<file path="config.mk">
export PLATFORM = sky130hd
export DESIGN_NAME = unit_arbiter
export DESIGN_NICKNAME = d
export VERILOG_FILES = /design/src/rtl/unit_arbiter_pkg.sv /design/src/rtl/unit_arbiter_picker.sv /design/src/rtl/unit_arbiter.sv
export SDC_FILE = /design/constraint.sdc
export NUM_CORES = 1
export LEC_CHECK = 0
export BUFFER_PORTS_ARGS = -buffer_cell sky130_fd_sc_hd__clkbuf_2
export CELL_PAD_IN_SITES_DETAIL_PLACEMENT = 1
export CELL_PAD_IN_SITES_GLOBAL_PLACEMENT = 1
export CORE_AREA = 5 5 198 200
export DETAILED_ROUTE_END_ITERATION = 16
export DIE_AREA = 0 0 203 205
export GPL_TIMING_DRIVEN = 0
export PLACE_DENSITY_LB_ADDON = 0.25
export SYNTH_ARGS = -nofsm -noshare
export SYNTH_HDL_FRONTEND = slang
export SYNTH_SLANG_ARGS = --single-unit
</file>
<file path="constraint.sdc">
create_clock -name clk -period 6.5 [get_ports clk]
set_clock_uncertainty 0.05 [all_clocks]
set_input_delay 0.65 -clock clk [delete_from_list [all_inputs] [get_ports clk]]
set_output_delay 0.65 -clock clk [all_outputs]
set_load 0.1 [all_outputs]
</file>
<file path="src/rtl/unit_arbiter_pkg.sv">
// rtl/unit_arbiter_pkg.sv - shared types for the thread/unit arbiter
package unit_arbiter_pkg;

    typedef logic [31:0] word_t;

    typedef enum logic [1:0] {
        UNIT_SEL_NONE = 2'd0,
        UNIT_SEL_ALU  = 2'd1,
        UNIT_SEL_MEM  = 2'd2
    } unit_sel_t;

    typedef struct packed {
        word_t ctrl;
        word_t a;
        word_t b;
    } unit_in_t;

    typedef enum logic {
        MEM_IDLE = 1'b0,
        MEM_BUSY = 1'b1
    } mem_arb_state_t;

    function automatic int idx_width(input int n);
        return (n > 1) ? $clog2(n) : 1;
    endfunction

endpackage

</file>
<file path="src/rtl/unit_arbiter_picker.sv">
// rtl/unit_arbiter_picker.sv - rr_picker: request vector to one-hot grant (UNIT_ARBITER_ROUND_ROBIN_EN)
module rr_picker
    import unit_arbiter_pkg::*;
#(
    parameter int N = 2,
    localparam int IW = idx_width(N)
) (
    input  logic [N-1:0]  req,
    input  logic [IW-1:0] ptr,
    output logic [N-1:0]  grant,
    output logic [IW-1:0] idx,
    output logic          any
);

`ifdef UNIT_ARBITER_ROUND_ROBIN_EN
    logic [IW-1:0] j;

    // Scan from ptr upwards with wrap; the first requester found wins.
    always_comb begin
        grant = '0;
        idx   = '0;
        any   = 1'b0;
        j     = ptr;
        for (int k = 0; k < N; k++) begin
            if (!any && req[j]) begin
                any = 1'b1;
                idx = j;
            end
            j = (j == IW'(N - 1)) ? '0 : j + 1'b1;
        end
        if (any) grant[idx] = 1'b1;
    end
`else
    logic unused_ptr;
    assign unused_ptr = ^ptr;

    // Descending scan so the lowest index is the last to overwrite.
    always_comb begin
        grant = '0;
        idx   = '0;
        any   = 1'b0;
        for (int k = N - 1; k >= 0; k--) begin
            if (req[k]) begin
                any = 1'b1;
                idx = IW'(k);
            end
        end
        if (any) grant[idx] = 1'b1;
    end
`endif

endmodule

</file>
<file path="src/rtl/unit_arbiter.sv">
// rtl/unit_arbiter.sv - shares one ALU and one memory port among threads (UNIT_ARBITER_ROUND_ROBIN_EN)
module unit_arbiter
    import unit_arbiter_pkg::*;
#(
    parameter int N_THREADS = 2,
    localparam int IW = idx_width(N_THREADS)
) (
    input  logic                 clk,
    input  logic                 rst,
    input  unit_sel_t            t_sel [N_THREADS],
    input  unit_in_t             t_in  [N_THREADS],
    output word_t                t_out [N_THREADS],
    output logic [N_THREADS-1:0] t_ready,
    output unit_in_t             alu_in,
    input  word_t                alu_out,
    output logic                 mem_valid,
    output unit_in_t             mem_in,
    input  word_t                mem_out,
    input  logic                 mem_ready
);

    logic [N_THREADS-1:0] alu_rq, mem_rq, alu_grant, mem_grant;
    logic [IW-1:0]        alu_idx, mem_idx, alu_pick_ptr, mem_pick_ptr;
    logic                 alu_any, mem_any;

    mem_arb_state_t state, state_next;
    logic [IW-1:0]  owner;
    unit_in_t       req;

    always_comb begin
        for (int i = 0; i < N_THREADS; i++) begin
            alu_rq[i] = (t_sel[i] == UNIT_SEL_ALU);
            mem_rq[i] = (t_sel[i] == UNIT_SEL_MEM);
        end
    end

`ifdef UNIT_ARBITER_ROUND_ROBIN_EN
    logic [IW-1:0] alu_ptr, mem_ptr;

    function automatic logic [IW-1:0] next_idx(input logic [IW-1:0] i);
        return (i == IW'(N_THREADS - 1)) ? '0 : i + 1'b1;
    endfunction

    // MEM pointer moves only on completion, from whichever thread completed.
    always_ff @(posedge clk or posedge rst) begin
        if (rst) begin
            alu_ptr <= '0;
            mem_ptr <= '0;
        end else begin
            if (alu_any) alu_ptr <= next_idx(alu_idx);
            if (mem_valid && mem_ready)
                mem_ptr <= next_idx((state == MEM_IDLE) ? mem_idx : owner);
        end
    end

    assign alu_pick_ptr = alu_ptr;
    assign mem_pick_ptr = mem_ptr;
`else
    assign alu_pick_ptr = '0;
    assign mem_pick_ptr = '0;
`endif

    rr_picker #(.N(N_THREADS)) u_alu_pick (
        .req   (alu_rq),
        .ptr   (alu_pick_ptr),
        .grant (alu_grant),
        .idx   (alu_idx),
        .any   (alu_any)
    );

    rr_picker #(.N(N_THREADS)) u_mem_pick (
        .req   (mem_rq),
        .ptr   (mem_pick_ptr),
        .grant (mem_grant),
        .idx   (mem_idx),
        .any   (mem_any)
    );

    always_ff @(posedge clk or posedge rst) begin
        if (rst) begin
            state <= MEM_IDLE;
            owner <= '0;
            req   <= '0;
        end else begin
            state <= state_next;
            if (state == MEM_IDLE && mem_any) begin
                owner <= mem_idx;
                req   <= t_in[mem_idx];
            end
        end
    end

    // Memory completion is applied after the ALU/NONE steering so its data wins.
    always_comb begin
        state_next = state;
        t_ready    = '0;
        alu_in     = '0;
        mem_in     = '0;
        mem_valid  = 1'b0;
        for (int i = 0; i < N_THREADS; i++) t_out[i] = '0;
        if (!rst) begin
            for (int i = 0; i < N_THREADS; i++)
                if (t_sel[i] == UNIT_SEL_NONE) t_ready[i] = 1'b1;
            if (alu_any) begin
                alu_in           = t_in[alu_idx];
                t_ready[alu_idx] = 1'b1;
                t_out[alu_idx]   = alu_out;
            end
            case (state)
                MEM_IDLE: begin
                    if (mem_any) begin
                        mem_valid = 1'b1;
                        mem_in    = t_in[mem_idx];
                        if (mem_ready) begin
                            t_ready[mem_idx] = 1'b1;
                            t_out[mem_idx]   = mem_out;
                        end else begin
                            state_next = MEM_BUSY;
                        end
                    end
                end
                MEM_BUSY: begin
                    mem_valid = 1'b1;
                    mem_in    = req;
                    if (mem_ready) begin
                        t_ready[owner] = 1'b1;
                        t_out[owner]   = mem_out;
                        state_next     = MEM_IDLE;
                    end
                end
                default: state_next = MEM_IDLE;
            endcase
        end
    end

endmodule

</file>
After elaboration in Yosys (flattened, before gate mapping)
Cells that the tools add are included.
- input bits: 263
- output and inout bits: 259
- register bits after elaboration: 98
- logic and storage cells: 93
- magnitude comparators: 12
- mux-type cells: 55
- reductions and logical operators: 9
- equality and inequality tests: 4
- bitwise gates (word level): 8
- operators by type and width (operator ; number):
    96-bit 2-to-1 mux ; 10
    64-bit 2-to-1 mux ; 6
    96-bit case mux with 2 select lines ; 1
    64-bit bitwise mux ; 2
    64-bit case mux with 2 select lines ; 1
    32-bit demux with 1-bit select ; 3
    32-bit 2-to-1 mux ; 3
    64-bit bitwise AND ; 1
    1-bit 2-to-1 mux ; 17
    2-bit 2-to-1 mux ; 6
    1-bit logical AND ; 7
    2-bit >= comparator, second input constant ; 3
    1-bit by 2-bit < comparator with 1-bit output, second input constant ; 3
    2-bit by 1-bit < comparator with 1-bit output, second input constant ; 3
    1-bit NOT with 2-bit output ; 3
    2-bit OR ; 3
    2-bit by 1-bit == test with 1-bit output, second input constant ; 2
    2-bit == test, second input constant ; 2
    2-bit logical NOT ; 2
    1-bit case mux with 2 select lines ; 2
    2-bit case mux with 2 select lines ; 1
    1-bit demux with 1-bit select ; 3
    1-bit >= comparator, second input constant ; 3
    1-bit NOT ; 1

Longest topological paths before layout
- depth after elaboration: 16
- gate-level depth with buffers: 7
- mapped depth without buffers: 3

Cells and area by module
A second synthesis with hierarchy kept.
- cell total of the unflattened synthesis: 1197
- area, all modules: 8871.0 µm²
- by module, submodules not included (module ; cells an instance ; sequential area each (µm²) ; area each (µm²) ; times used):
    unit_arbiter ; 1189 ; 2452.4 ; 8823.5 ; 1
    rr_picker ; 4 ; 0.0 ; 23.8 ; 2

Least setup slack after synthesis
OpenSTA, ideal clock, no wires.
- path kind: in2out
- start point: input port rst
- end point: output port t_out[55] (netlist bit)
- path buffers: 1
- arrival: 5.747 ns
- slack: 0.053 ns
- required time: 5.800 ns
- stages: 4
- cells stage by stage: clkinv_1 > clkbuf_1 > nand2_1 > mux2i_1
- RTL lines (what ; line ; RTL):
    from (decl) ; unit_arbiter.sv:9 ; input logic rst,
    to (decl) ; unit_arbiter.sv:12 ; output word_t t_out [N_THREADS],

==> flow_summary.json <==
{
  "cts_resized": 0,
  "synthMostInstantiatedCell": "sky130_fd_sc_hd__a21oi_1",
  "wl_per_cell_um": 24.4,
  "grt.total_usage": 0.276,
  "clock-sinks": 98,
  "grt_overflow": 0,
  "global_placement_routability_congestion": 0.918,
  "power_report.internal_total_mw": 1.47,
  "yosys-top-cells-area": "sky130_fd_sc_hd__dfrtp_1 23%, sky130_fd_sc_hd__mux2_2 10%, sky130_fd_sc_hd__a21oi_1 9.1%, sky130_fd_sc_hd__nor3b_1 6.8%, sky130_fd_sc_hd__a22oi_1 6.7%",
  "path_class": "primary input to primary output",
  "grt_pass1_wl_um": 91100,
  "detail_route.wirelength_um": 60600,
  "maximum_fanout_count_along_the_critical_path": 10,
  "clk_latency_ps": 360,
  "leakage_power_nw": 6.22,
  "required_ps": 5800,
  "hold_path_startpoint": "req[85]$_DFFE_PP0P_",
  "post_synth_inst_count": 1470,
  "layout.filler_cells": 4807,
  "cts_inserted_buffers": 9,
  "final-max-slew-violation-count": 0,
  "synth_largest_type_area_fraction": 0.228,
  "synth_seq_cells": 98,
  "power_density_nw_per_um2": 238,
  "yosysWarnings": 0,
  "final_hold_fails": 0,
  "cap_violations": 0,
  "synthDistinctLibCells": 33,
  "die_height_um": 205,
  "critPathLaunch": "t_sel[3]",
  "swShare": 0.569,
  "synth_ff_type": "sky130_fd_sc_hd__dfrtp_1",
  "cts_tree": "done",
  "clkSlewWorstSetupHoldPaths_ps": 100,
  "ys_seq_area_frac": 0.228,
  "synth_area_per_cell_um2": 7.31,
  "route.vias.total": 14100,
  "viasPerCell": 5.68,
  "fmax_mhz": 228,
  "grt_start_max_net_pins": 47,
  "num_rows": 71,
  "setup_viol": 0,
  "postSynthNetCount": 1733,
  "tightest_slew_ps": 1210,
  "number_of_buffers_added_on_ports": 521,
  "layout-drive-gt1-share": 0.352,
  "finish.net_count": 2267,
  "ctsHtreeMaxLevel": 3,
  "summed_instance_area_of_the_synthesized_netlist_um2": 10700,
  "outcome": "completed",
  "grt_antenna_before_repair": 1,
  "combPwrFrac": 0.599,
  "power.share.clock": 0.167,
  "setup_tns_ps": 0,
  "count_of_flip_flops_with_a_built_in_enable_after_synthesis": 0,
  "pre_cts_slack_ps": 2150,
  "boundaryPins": 522,
  "hold_buffers": 0,
  "drt_first_iter_violations": 797,
  "setup_repair_after_global_routing_missed_its_margin": "no",
  "initial_core_util": 0.289,
  "root_buffer": "sky130_fd_sc_hd__clkbuf_16",
  "layout_min_cycle_time_ps": 4380,
  "drc_viols": 0,
  "die_width_um": 203,
  "detailed_place_hpwl_um": 47800,
  "crit_end_category": "primary output",
  "cts_max_path_buffers": 2,
  "slew_headroom": 0.196,
  "area_growth_from_synthesis_to_layout_pct": 33.1,
  "pwr-share-seq": 0.234,
  "core_area_um2": 37200,
  "post-route-period-util": 0.674,
  "placedCellCount": 2467,
  "die_area_um2": 41600,
  "antenna_violating_nets_post_route": 0,
  "peakVddDrop_mv": 0.139,
  "synth_common_cells": "195 x sky130_fd_sc_hd__a21oi_1, 127 x sky130_fd_sc_hd__nand3_1, 112 x sky130_fd_sc_hd__clkbuf_1",
  "worst-endpoint-arrival_ps": 3680,
  "rr_startpoint": "state$_DFFE_PP0N_",
  "setup.worst_path.start_class": "primary input",
  "layout_setup_ws_ps": 2120,
  "synthArstFlopShare": 1.00,
  "post-cts-setup-buffers": 0,
  "min_path_type": "flip-flop to flip-flop",
  "grt_pass1_vias": 14900,
  "p_sw_mw": 1.94,
  "yosys.area.top_type": "sky130_fd_sc_hd__dfrtp_1",
  "final_non_filler_cell_total": 2484,
  "drt_pass1_iterations": 5
}
-- cells by family (layout without fill, tap and decap cells) --
family	Yosys count	count (layout)	synth area share
AO/OA/AOI/OAI	490	490	0.265
AND/OR/NAND/NOR	430	430	0.231
buffers and inverters	292	831	0.116
multiplexers	160	160	0.160
flip-flops	98	98	0.228
other	0	1	0
-- layout by cell type, fill, tap and decap left out, types with 2 or more instances in the layout --
master / count
sky130_fd_sc_hd__o21ai_0: 95
sky130_fd_sc_hd__nand2b_1: 4
sky130_fd_sc_hd__nor3b_1: 97
sky130_fd_sc_hd__buf_16: 2
sky130_fd_sc_hd__buf_1: 14
sky130_fd_sc_hd__buf_2: 54
sky130_fd_sc_hd__inv_1: 96
sky130_fd_sc_hd__buf_4: 7
sky130_fd_sc_hd__clkbuf_16: 9
sky130_fd_sc_hd__buf_6: 7
sky130_fd_sc_hd__clkbuf_1: 111
sky130_fd_sc_hd__a22oi_1: 96
sky130_fd_sc_hd__nor2b_1: 35
sky130_fd_sc_hd__dfrtp_1: 98
sky130_fd_sc_hd__clkbuf_2: 521
sky130_fd_sc_hd__inv_8: 2
sky130_fd_sc_hd__nand4_1: 96
sky130_fd_sc_hd__clkinvlp_4: 2
sky130_fd_sc_hd__nand3_1: 127
sky130_fd_sc_hd__mux2_2: 95
sky130_fd_sc_hd__nand2_1: 65
sky130_fd_sc_hd__a31oi_1: 97
sky130_fd_sc_hd__nor2_1: 3
sky130_fd_sc_hd__a21oi_1: 195
sky130_fd_sc_hd__mux2i_1: 64
-- power groups by stage --
stage	Sequential, mW	Combinational, mW	Clock [mW]
after global routing	0.811	2.14	0.604
after floorplan	0.785	1.55	0
after global placement	0.800	2.02	0
after detailed placement	0.809	2.04	0
final	0.798	2.04	0.568
after CTS	0.797	2.04	0.584
-- registers in the layout (all words and copies together), names as in the netlist --
| name | count |
|---|---|
| state | 1 |
| req | 96 |
| owner | 1 |
-- worst max-delay path, stage by stage --
cell and delay (ps):
sky130_fd_sc_hd__clkbuf_2 80, sky130_fd_sc_hd__buf_2 350, sky130_fd_sc_hd__nand2b_1 220, sky130_fd_sc_hd__clkbuf_1 900, sky130_fd_sc_hd__clkbuf_1 540, sky130_fd_sc_hd__nand3_1 140
sky130_fd_sc_hd__a21oi_1 270, sky130_fd_sc_hd__clkbuf_2 510
-- metrics by stage --
step | total power, mW | instance area (um2) | hold WS, ps | utilization
after floorplan | 2.34 | 10700 | 409 | -
after global placement | 2.82 | 13900 | 424 | 0.375
after detailed placement | 2.85 | 14000 | 439 | 0.376
after CTS | 3.42 | 14300 | 461 | 0.384
after global routing | 3.56 | 14300 | 482 | 0.384
final | 3.41 | 14300 | 456 | 0.384
-- worst paths after layout --
path | end | slack (ps) | depth (start not counted)
setup / recovery | alu_in[77] | 2120 | 8
hold / removal | req[85]$_DFFE_PP0P_ | 460 | 1
setup reg to reg | owner$_DFFE_PP0P_ | 4340 | 6
hold reg to reg | req[85]$_DFFE_PP0P_ | 460 | 1
max in group asynchronous | req[41]$_DFFE_PP0P_ | 5170 | 4
min in group asynchronous | req[72]$_DFFE_PP0P_ | 620 | 3
-- cell type report --
| cell class | count | area [um2] | share of cell area |
|---|---|---|---|
| Timing Repair Buffer | 523 | 2660 | 0.186 |
| Buffer | 194 | 878 | 0.0614 |
| Tap cell | 474 | 593 | 0.0415 |
| Antenna cell | 1 | 2.50 | 0.000175 |
| Clock buffer | 9 | 225 | 0.0157 |
| Clock inverter | 7 | 71.3 | 0.00498 |
| Inverter | 98 | 368 | 0.0257 |
| Multi-Input combinational cell | 1080 | 7050 | 0.493 |
| Sequential cell | 98 | 2450 | 0.171 |
-- routing by layer --
| metal | track usage | wire length [um] |
|---|---|---|
| met3 | 0.0355 | 3150 |
| met5 | 0 | 0 |
| met2 | 0.486 | 30000 |
| met4 | 0.0754 | 1610 |
| met1 | 0.358 | 25800 |
No activity file was read; power rests on OpenSTA's default activity.
